[config.mk]
export PLATFORM = sky130hd
export DESIGN_NAME = cpu
export DESIGN_NICKNAME = d
export VERILOG_FILES = /design/src/rtl/cpu.sv
export SDC_FILE = /design/constraint.sdc
export NUM_CORES = 1
export LEC_CHECK = 0
export CORE_AREA = 2 2 39 41
export CTS_CLUSTER_DIAMETER = 40
export CTS_CLUSTER_SIZE = 20
export DETAILED_ROUTE_END_ITERATION = 7
export DIE_AREA = 0 0 41 43
export GPL_ROUTABILITY_DRIVEN = 0
export PLACE_DENSITY_LB_ADDON = 0.2
export SLEW_MARGIN = 20
export SYNTH_ARGS = -nofsm -noshare
export SYNTH_HDL_FRONTEND = slang
export SYNTH_SLANG_ARGS = --single-unit
export TNS_END_PERCENT = 50
[constraint.sdc]
create_clock -name Clk -period 1.4 [get_ports Clk]
set_input_delay 0.21 -clock Clk [delete_from_list [all_inputs] [get_ports Clk]]
set_output_delay 0.21 -clock Clk [all_outputs]
set_load 0.03 [all_outputs]
[src/rtl/cpu.sv]
// cpu: program-3 engine. On a Start handshake it reads a 16-bit operand from
// its internal data memory (DM1.Core[OP_ADDR] = MSB, [OP_ADDR+1] = LSB),
// computes floor(sqrt(op)) one root bit per cycle with a restoring bit-pair
// recurrence, writes the 8-bit root to DM1.Core[RES_ADDR] and raises Ack.
//
// Ports:
//   Clk    rising-edge system clock
//   Reset  asynchronous active-high reset of all control/working state
//   Start  launch request: a run begins on the first edge that sees Start=0
//          in IDLE; Start=1 in DONE drops Ack and returns to IDLE
//   Ack    registered program-complete flag
//
// Optional build macro: SQRT_ROUND_EN -- adds a ROUND state between CALC and
// WRITE that rounds the root to nearest, saturating at 0xFF.

// Data memory: combinational read, synchronous write, no reset so a bench
// can preload Core hierarchically at any time.
module cpu_dm #(
  parameter int DEPTH = 256,
  parameter int AW    = $clog2(DEPTH)
) (
  input  logic          clk,
  input  logic          we,
  input  logic [AW-1:0] waddr,
  input  logic [7:0]    wdata,
  input  logic [AW-1:0] raddr,
  output logic [7:0]    rdata
);
  logic [7:0] Core [0:DEPTH-1];

  assign rdata = Core[raddr];

  always_ff @(posedge clk)
    if (we) Core[waddr] <= wdata;
endmodule

module cpu #(
  parameter int DM_DEPTH = 256,
  parameter int OP_ADDR  = 16,
  parameter int RES_ADDR = 18
) (
  input  logic Clk,
  input  logic Reset,
  input  logic Start,
  output logic Ack
);
  localparam int AW = $clog2(DM_DEPTH);
  localparam logic [AW-1:0] A_HI  = AW'(OP_ADDR);
  localparam logic [AW-1:0] A_LO  = AW'(OP_ADDR + 1);
  localparam logic [AW-1:0] A_RES = AW'(RES_ADDR);

  typedef enum logic [2:0] {
    IDLE, LOAD_HI, LOAD_LO, CALC, ROUND, WRITE, DONE
  } state_t;

  state_t state, state_n;

  logic [15:0] op;
  logic [7:0]  root;
  logic [9:0]  rem;
  logic [2:0]  cnt;

  logic [AW-1:0] raddr;
  logic [7:0]    rdata;
  logic          we;

  cpu_dm #(.DEPTH(DM_DEPTH), .AW(AW)) DM1 (
    .clk   (Clk),
    .we    (we),
    .waddr (A_RES),
    .wdata (root),
    .raddr (raddr),
    .rdata (rdata)
  );

  assign raddr = (state == LOAD_LO) ? A_LO : A_HI;
  assign we    = (state == WRITE);

  // One recurrence step: the remainder stays below 2*root+1, so its low
  // 8 bits carry everything before the shift.
  logic [3:0] pidx;
  logic [9:0] rem_sh, trial;
  assign pidx   = {cnt, 1'b1};
  assign rem_sh = {rem[7:0], op[pidx -: 2]};
  assign trial  = {root, 2'b01};

`ifdef SQRT_ROUND_EN
  // Round-to-nearest threshold: op > r^2 + r  <=>  op >= (r + 0.5)^2.
  logic [16:0] rnd_thr;
  assign rnd_thr = 17'(root) * 17'(root) + 17'(root);
`endif

  always_ff @(posedge Clk or posedge Reset)
    if (Reset) state <= IDLE;
    else       state <= state_n;

  always_comb begin
    state_n = state;
    case (state)
      IDLE:    if (!Start) state_n = LOAD_HI;
      LOAD_HI: state_n = LOAD_LO;
      LOAD_LO: state_n = CALC;
`ifdef SQRT_ROUND_EN
      CALC:    if (cnt == 3'd0) state_n = ROUND;
      ROUND:   state_n = WRITE;
`else
      CALC:    if (cnt == 3'd0) state_n = WRITE;
`endif
      WRITE:   state_n = DONE;
      DONE:    if (Start) state_n = IDLE;
      default: state_n = IDLE;
    endcase
  end

  always_ff @(posedge Clk or posedge Reset)
    if (Reset) begin
      op   <= '0;
      root <= '0;
      rem  <= '0;
      cnt  <= '0;
      Ack  <= 1'b0;
    end else begin
      Ack <= (state_n == DONE);
      case (state)
        LOAD_HI: op[15:8] <= rdata;
        LOAD_LO: begin
          op[7:0] <= rdata;
          root    <= '0;
          rem     <= '0;
          cnt     <= 3'd7;
        end
        CALC: begin
          cnt <= cnt - 3'd1;
          if (rem_sh >= trial) begin
            rem  <= rem_sh - trial;
            root <= {root[6:0], 1'b1};
          end else begin
            rem  <= rem_sh;
            root <= {root[6:0], 1'b0};
          end
        end
`ifdef SQRT_ROUND_EN
        ROUND:
          if (root != 8'hFF && {1'b0, op} > rnd_thr) root <= root + 8'd1;
`endif
        default: ;
      endcase
    end
endmodule

==> flow_summary_export.csv, run 1 <==
group,metric,value,unit
synth,avgSynthCellArea,11.38,µm²
drt,drtIter0Drc,0,
timing,worst_slew_pin_slew,0.2970,ns
layout,n_antenna_cell,0,
synth,yosysMostFrequentCell,"dfrtp_1",
pwr,p_int,0.5515,mW
floorplanning,fp.dieH,43,µm
global_routing,grt_usage,10.20,%
run,maxCapViolCount,0,
floorplanning,initial_core_util,26.31,%
worst_setup_path,required,1.53,ns
placement,port_buffers,3,
worst_setup_path,timing.rr.end,"state[2]",
synth,syn_inst,32,
clocking,cts_tree,"built",
worst_setup_path,regToRegSetupSlack,0.06,ns
clocking,clockBufferDepth,2,
synth,synth_cell_type_count,18,
worst_setup_path,crit_type,"reg2reg",
worst_setup_path,cp-end-kind,"register",
global_routing,grt_overflow,0,
drt,ant_nets,0,
floorplanning,coreArea,1384,µm²
layout,fin_nets,44,
timing,slew-limit-headroom,80.28,%
drt,drt_first_pass_iters,1,
drt,wire_per_inst,11.19,µm
pwr,p_per_area,1893,nW/µm²
pwr,peakVddDrop,498.1,µV
clocking,hold_buffers,0,
clocking,htreeDepth,1,
drt,drc,0,
layout,drive_above_1_share,15.79,%
timing,hold_viol_final,0,
global_routing,grt_max_degree,10,
placement,place_area,409.1,µm²
clocking,post_cts_buffers,0,
hold_path,holdCritPathClass,"in2async",
pwr,p_comb_share,34.2,%
clocking,cts.sinks,7,
clocking,numCtsBuffers,3,
worst_setup_path,rr_worst_depth,5,
timing,drv_slew,0,
synth,synth_top_cell_by_area,"dfrtp_1",
placement,dpl.cell_count,50,
global_routing,grt_pass1_vias,259,
pwr,p_sw_share,32.90,%
status,status,"completed",
synth,synthesis.nets,37,
synth,ys_seq_area_share,48.11,%
synth,synth-seq-cells,7,
clocking,path_clk_slew,0.05,ns
drt,routed_wl,604,µm
timing,finClkSkew,0.002849,ns
synth,synth_top_area_share,48.11,%
pwr,leakage,0.2173,nW
layout,postLayoutCellArea,434.2,µm²
floorplanning,die_w,41,µm
timing,max_freq,748.7,MHz
pwr,seq_power_share,43.5,%
timing,finalSetupViolations,0,
clocking,cts-root-buf,"clkbuf_4",
synth,ys_async_sr_fraction,100.0,%
timing,min_period,1.336,ns
worst_setup_path,r2r-start,"cnt[0]",
pwr,power_switching,0.2704,mW
drt,vias_per_cell,4.426,
worst_setup_path,crit_path_max_fanout,3,
synth,ys_warn_count,0,
worst_setup_path,startpoint_type,"register",
clocking,cts-resized-gates,1,
drt,vias,239,
layout,finalNonFillerCells,54,
clocking,clk_latency,0.25,ns
synth,yosys-top-cells-count,"7 x dfrtp_1, 4 x inv_1, 3 x mux2_1, 3 x nand2_1, 2 x ha_1",
global_routing,grt_pass1_wl,1090,µm
worst_setup_path,cp_data_arrival_time,1.47,ns
synth,synth_area_leaders,"dfrtp_1 48%, mux2_1 9.3%, ha_1 6.9%",
floorplanning,dieArea,1763,µm²
global_routing,antenna_found_initial,0,
layout,area_growth,19.24,%
timing,rsz0062_at_grt,"true",
floorplanning,rows,14,
synth,synthFlopType,"dfrtp_1",
floorplanning,io_pins,4,
synth,synth_edf_count,0,
pwr,clock_power_share,22.3,%
synth,syn_area,364.1,µm²
timing,fin_crit_sh,95.41,%
worst max-delay path, cell delays in order (launching register included):
cell and delay (ns):
dfrtp_1 0.35, inv_1 0.05, ha_1 0.19, ha_1 0.19, and4b_1 0.17, a211o_1 0.27
registers in the layout, indices dropped and copies added, names as in the netlist:
register / count
cnt: 3
Ack: 1
state: 3
area by class of cell:
class | count | area (µm²)
fillers | 147 | 949.7
flip-flops and latches | 7 | 175.2
multi-input cells | 20 | 168.9
repair buffers | 3 | 28.78
clock buffers | 4 | 26.28
well taps | 16 | 20.02
inverters | 4 | 15.01
how the worst max path moves through the flow:
stage,cells after the start,endpoint,slack (ns),startpoint
after floorplan,5,state[2],0.14,cnt[0]
final,5,state[2],0.06,cnt[0]
after global placement,5,state[2],0.1,cnt[0]
after CTS,5,state[2],0.05,cnt[0]
after global routing,5,state[2],-0.01,cnt[0]
after detailed placement,5,state[2],0.06,cnt[0]
metal layers:
layer / vias up / track usage [%] / wire [µm]
li1: 120 / - / -
met1: 116 / 10.49 / 244
met2: 3 / 14.06 / 333
met3: 0 / 3.141 / 26
met4: 0 / 12.00 / 0
met5: - / 0 / 0
kinds of logic (layout without fill, tap and decap cells):
family                   Yosys count  after routing  synth area share (%)
buffers and inverters              5             11                 5.496
AO/OA/AOI/OAI                      5              5                 10.65
flip-flops                         7              7                 48.11
AND/OR/NAND/NOR                    9              9                 16.50
adder cells (fa/ha/maj)            2              2                 6.872
multiplexers                       4              4                 12.37
metrics by stage:
step	utilization, %	hold WS [ns]	setup WS [ns]	total power [mW]	setup TNS (ns)
floorplan	-	0.01340	0.1414	0.5851	0
global placement	29.57	0.4602	0.09506	0.6235	0
detailed placement	29.57	0.4627	0.06332	0.6556	0
CTS	31.37	0.1853	0.05439	0.8482	0
global route	31.37	0.2223	-0.01187	0.9105	-0.01187
finish	31.37	0.1834	0.06432	0.8219	0
cell usage in the layout, fill, tap and decap left out, types with 2 or more instances in the layout:
cell             n
dfrtp_1          7
inv_1            4
nand2_1          3
mux2_1           3
clkbuf_4         3
ha_1             2
clkdlybuf4s50_1  2
power by group through the flow:
stage	Sequential [mW]	Combinational [mW]	Clock (mW)
6_report	0.357	0.281	0.183
3_3_place_gp	0.356	0.268	0
4_1_cts	0.358	0.294	0.196
2_1_floorplan	0.324	0.261	0
5_1_grt	0.375	0.326	0.210
3_5_place_dp	0.363	0.293	0
Note: power is estimated with default switching activity, not from simulation.
==> run 2, diff against run 1 <==
Settings changed: GPL_ROUTABILITY_DRIVEN 0 to 1.
==> results of run 2 <==
No change in the layout: final DEF, timing and power equal those of run 1.
==> run 3, diff against run 2 <==
Settings changed: CORE_AREA 2 2 39 41 to not set, CORE_UTILIZATION set to 25, DIE_AREA 0 0 41 43 to not set, PLACE_DENSITY_LB_ADDON 0.2 to not set.
==> flow_summary_export.csv, run 3 (synthesis gave the netlist of run 1 again) <==
group,metric,value,unit
timing,fin_crit_sh,93.56,%
global_routing,antenna_found_initial,0,
placement,routabilityCongestion,0.6030,
worst_setup_path,regToRegSetupSlack,0.09,ns
timing,max_freq,763.4,MHz
floorplanning,die_w,40.16,µm
drt,routed_wl,516,µm
clocking,clk_latency,0.25,ns
layout,final_cell_mix,"7 x dfrtp_1, 4 x inv_1, 3 x nand2_1, 3 x mux2_1, 3 x clkbuf_4",
layout,drive_above_1_share,18.42,%
worst_setup_path,cp_num_buf_inv,1,
pwr,p_comb_share,34.5,%
timing,finalSetupViolations,0,
worst_setup_path,timing.rr.end,"state[2]",
clocking,htreeDepth,1,
layout,n_antenna_cell,0,
timing,drv_slew,0,
global_routing,grt_max_degree,10,
floorplanning,initial_core_util,27.30,%
global_routing,grt_pass1_vias,220,
layout,fin_nets,44,
placement,dp_hpwl,363.7,µm
worst_setup_path,crit_type,"reg2reg",
worst_setup_path,required,1.53,ns
clocking,cts.sinks,7,
drt,vias_per_cell,4.340,
global_routing,grt_overflow,0,
floorplanning,io_pins,4,
worst_setup_path,cp_top_family,"flip-flops",
floorplanning,fp.dieH,40.16,µm
floorplanning,rows,13,
timing,fin_setup_tns,0,ns
global_routing,grt_usage,9.408,%
pwr,fin_total_pwr,0.8254,mW
drt,ant_nets,0,
worst_setup_path,rr_worst_depth,5,
clocking,clockBufferDepth,2,
worst_setup_path,cpPeakStageDelay,0.36,ns
pwr,p_int,0.5562,mW
layout,area_growth,19.59,%
drt,wire_per_inst,9.736,µm
drt,drt_first_pass_iters,2,
timing,finClkSkew,0.0007654,ns
pwr,p_sw_share,32.61,%
floorplanning,dieArea,1613,µm²
worst_setup_path,crit_path_max_fanout,3,
worst_setup_path,crit_chain,"inv_1 > ha_2 > ha_1 > and4b_1 > a211o_1",
hold_path,holdCritPathClass,"in2async",
timing,worst_slew_pin_slew,0.2922,ns
floorplanning,coreArea,1334,µm²
clocking,cts-root-buf,"clkbuf_4",
drt,drtIter0Drc,4,
worst_setup_path,cp_data_arrival_time,1.44,ns
timing,rsz0062_at_grt,"false",
timing,hold_viol_final,0,
worst_setup_path,r2r-start,"cnt[0]",
pwr,p_per_area,1896,nW/µm²
layout,reg_top3,"cnt x3, state x3, Ack x1",
placement,port_buffers,3,
pwr,power_switching,0.2692,mW
drt,drc,0,
worst_setup_path,critPathLaunch,"cnt[0]",
worst_setup_path,startpoint_type,"register",
layout,utilization,32.65,%
clocking,post_cts_buffers,0,
worst_setup_path,cp-end-kind,"register",
pwr,leakage,0.2156,nW
layout,regArea,175.2,µm²
layout,fill_cells,148,
timing,slew-limit-headroom,80.60,%
worst_setup_path,crit_slowest_cell,"dfrtp_1",
global_routing,grt_pass1_wl,945,µm
clocking,cts_tree,"built",
layout,multiInputGateArea,171.4,µm²
run,maxCapViolCount,0,
clocking,numCtsBuffers,3,
pwr,clock_power_share,22.2,%
pwr,seq_power_share,43.3,%
status,status,"completed",
clocking,path_clk_slew,0.05,ns
drt,vias,230,
layout,layout_commonest_cell,"dfrtp_1",
timing,min_period,1.310,ns
pwr,peakVddDrop,838.7,µV
==> run 3: changes by cell type in the layout (fill, tap and decap cells not counted) <==
cell  before  now
ha_2       0    1
ha_1       2    1
==> run 3: area by class of cell <==
cell class                 count  area share [%]
sequential                     7           40.23
multi-input combinational     20           39.37
inverter                       4           3.448
clock buffer                   4           6.034
timing repair buffer           3           6.609
tap                           15           4.310
==> run 3: power groups by stage <==
| stage | clock network (mW) | logic [mW] | registers (mW) |
|---|---|---|---|
| 4_1_cts | 0.190 | 0.285 | 0.358 |
| 3_5_place_dp | 0 | 0.282 | 0.361 |
| 5_1_grt | 0.206 | 0.340 | 0.372 |
| 3_3_place_gp | 0 | 0.271 | 0.358 |
| 2_1_floorplan | 0 | 0.261 | 0.324 |
| 6_report | 0.183 | 0.285 | 0.357 |
==> run 3: how the worst max path moves through the flow <==
| stage | endpoint | slack (ns) | cells after the start |
|---|---|---|---|
| after floorplan | state[2] | 0.14 | 5 |
| after global placement | state[2] | 0.09 | 5 |
| after detailed placement | cnt[2] | 0.08 | 5 |
| after CTS | state[2] | 0.06 | 5 |
| after global routing | state[2] | 0.01 | 5 |
| final | state[2] | 0.09 | 5 |
==> run 3: timing repair <==
action,CTS,global route
endpoints found under the setup margin,1,2
resized for setup,1,1
hold buffers,0,0
pin swaps,0,0
==> run 3: routing by layer <==
layer  track usage, %  part of all wire [%]  up-vias
li1                 -                     -      120
met1            13.65                    54      104
met5                0                     0        -
met3            6.667                   7.8        0
met2            10.48                    38        6
met4            2.586                     0        0
==> run 3: per-stage QoR <==
stage | worst slack [ns] | hold WS [ns] | cells | instance area (µm²)
finish | 0.09013 | 0.1888 | 53 | 435.4
global route | 0.01388 | 0.2306 | 53 | 435.4
CTS | 0.05519 | 0.1977 | 53 | 432.9
detailed placement | 0.07617 | 0.4629 | 49 | 407.9
global placement | 0.08558 | 0.4683 | 49 | 407.9
floorplan | 0.1414 | 0.01340 | 32 | 364.1
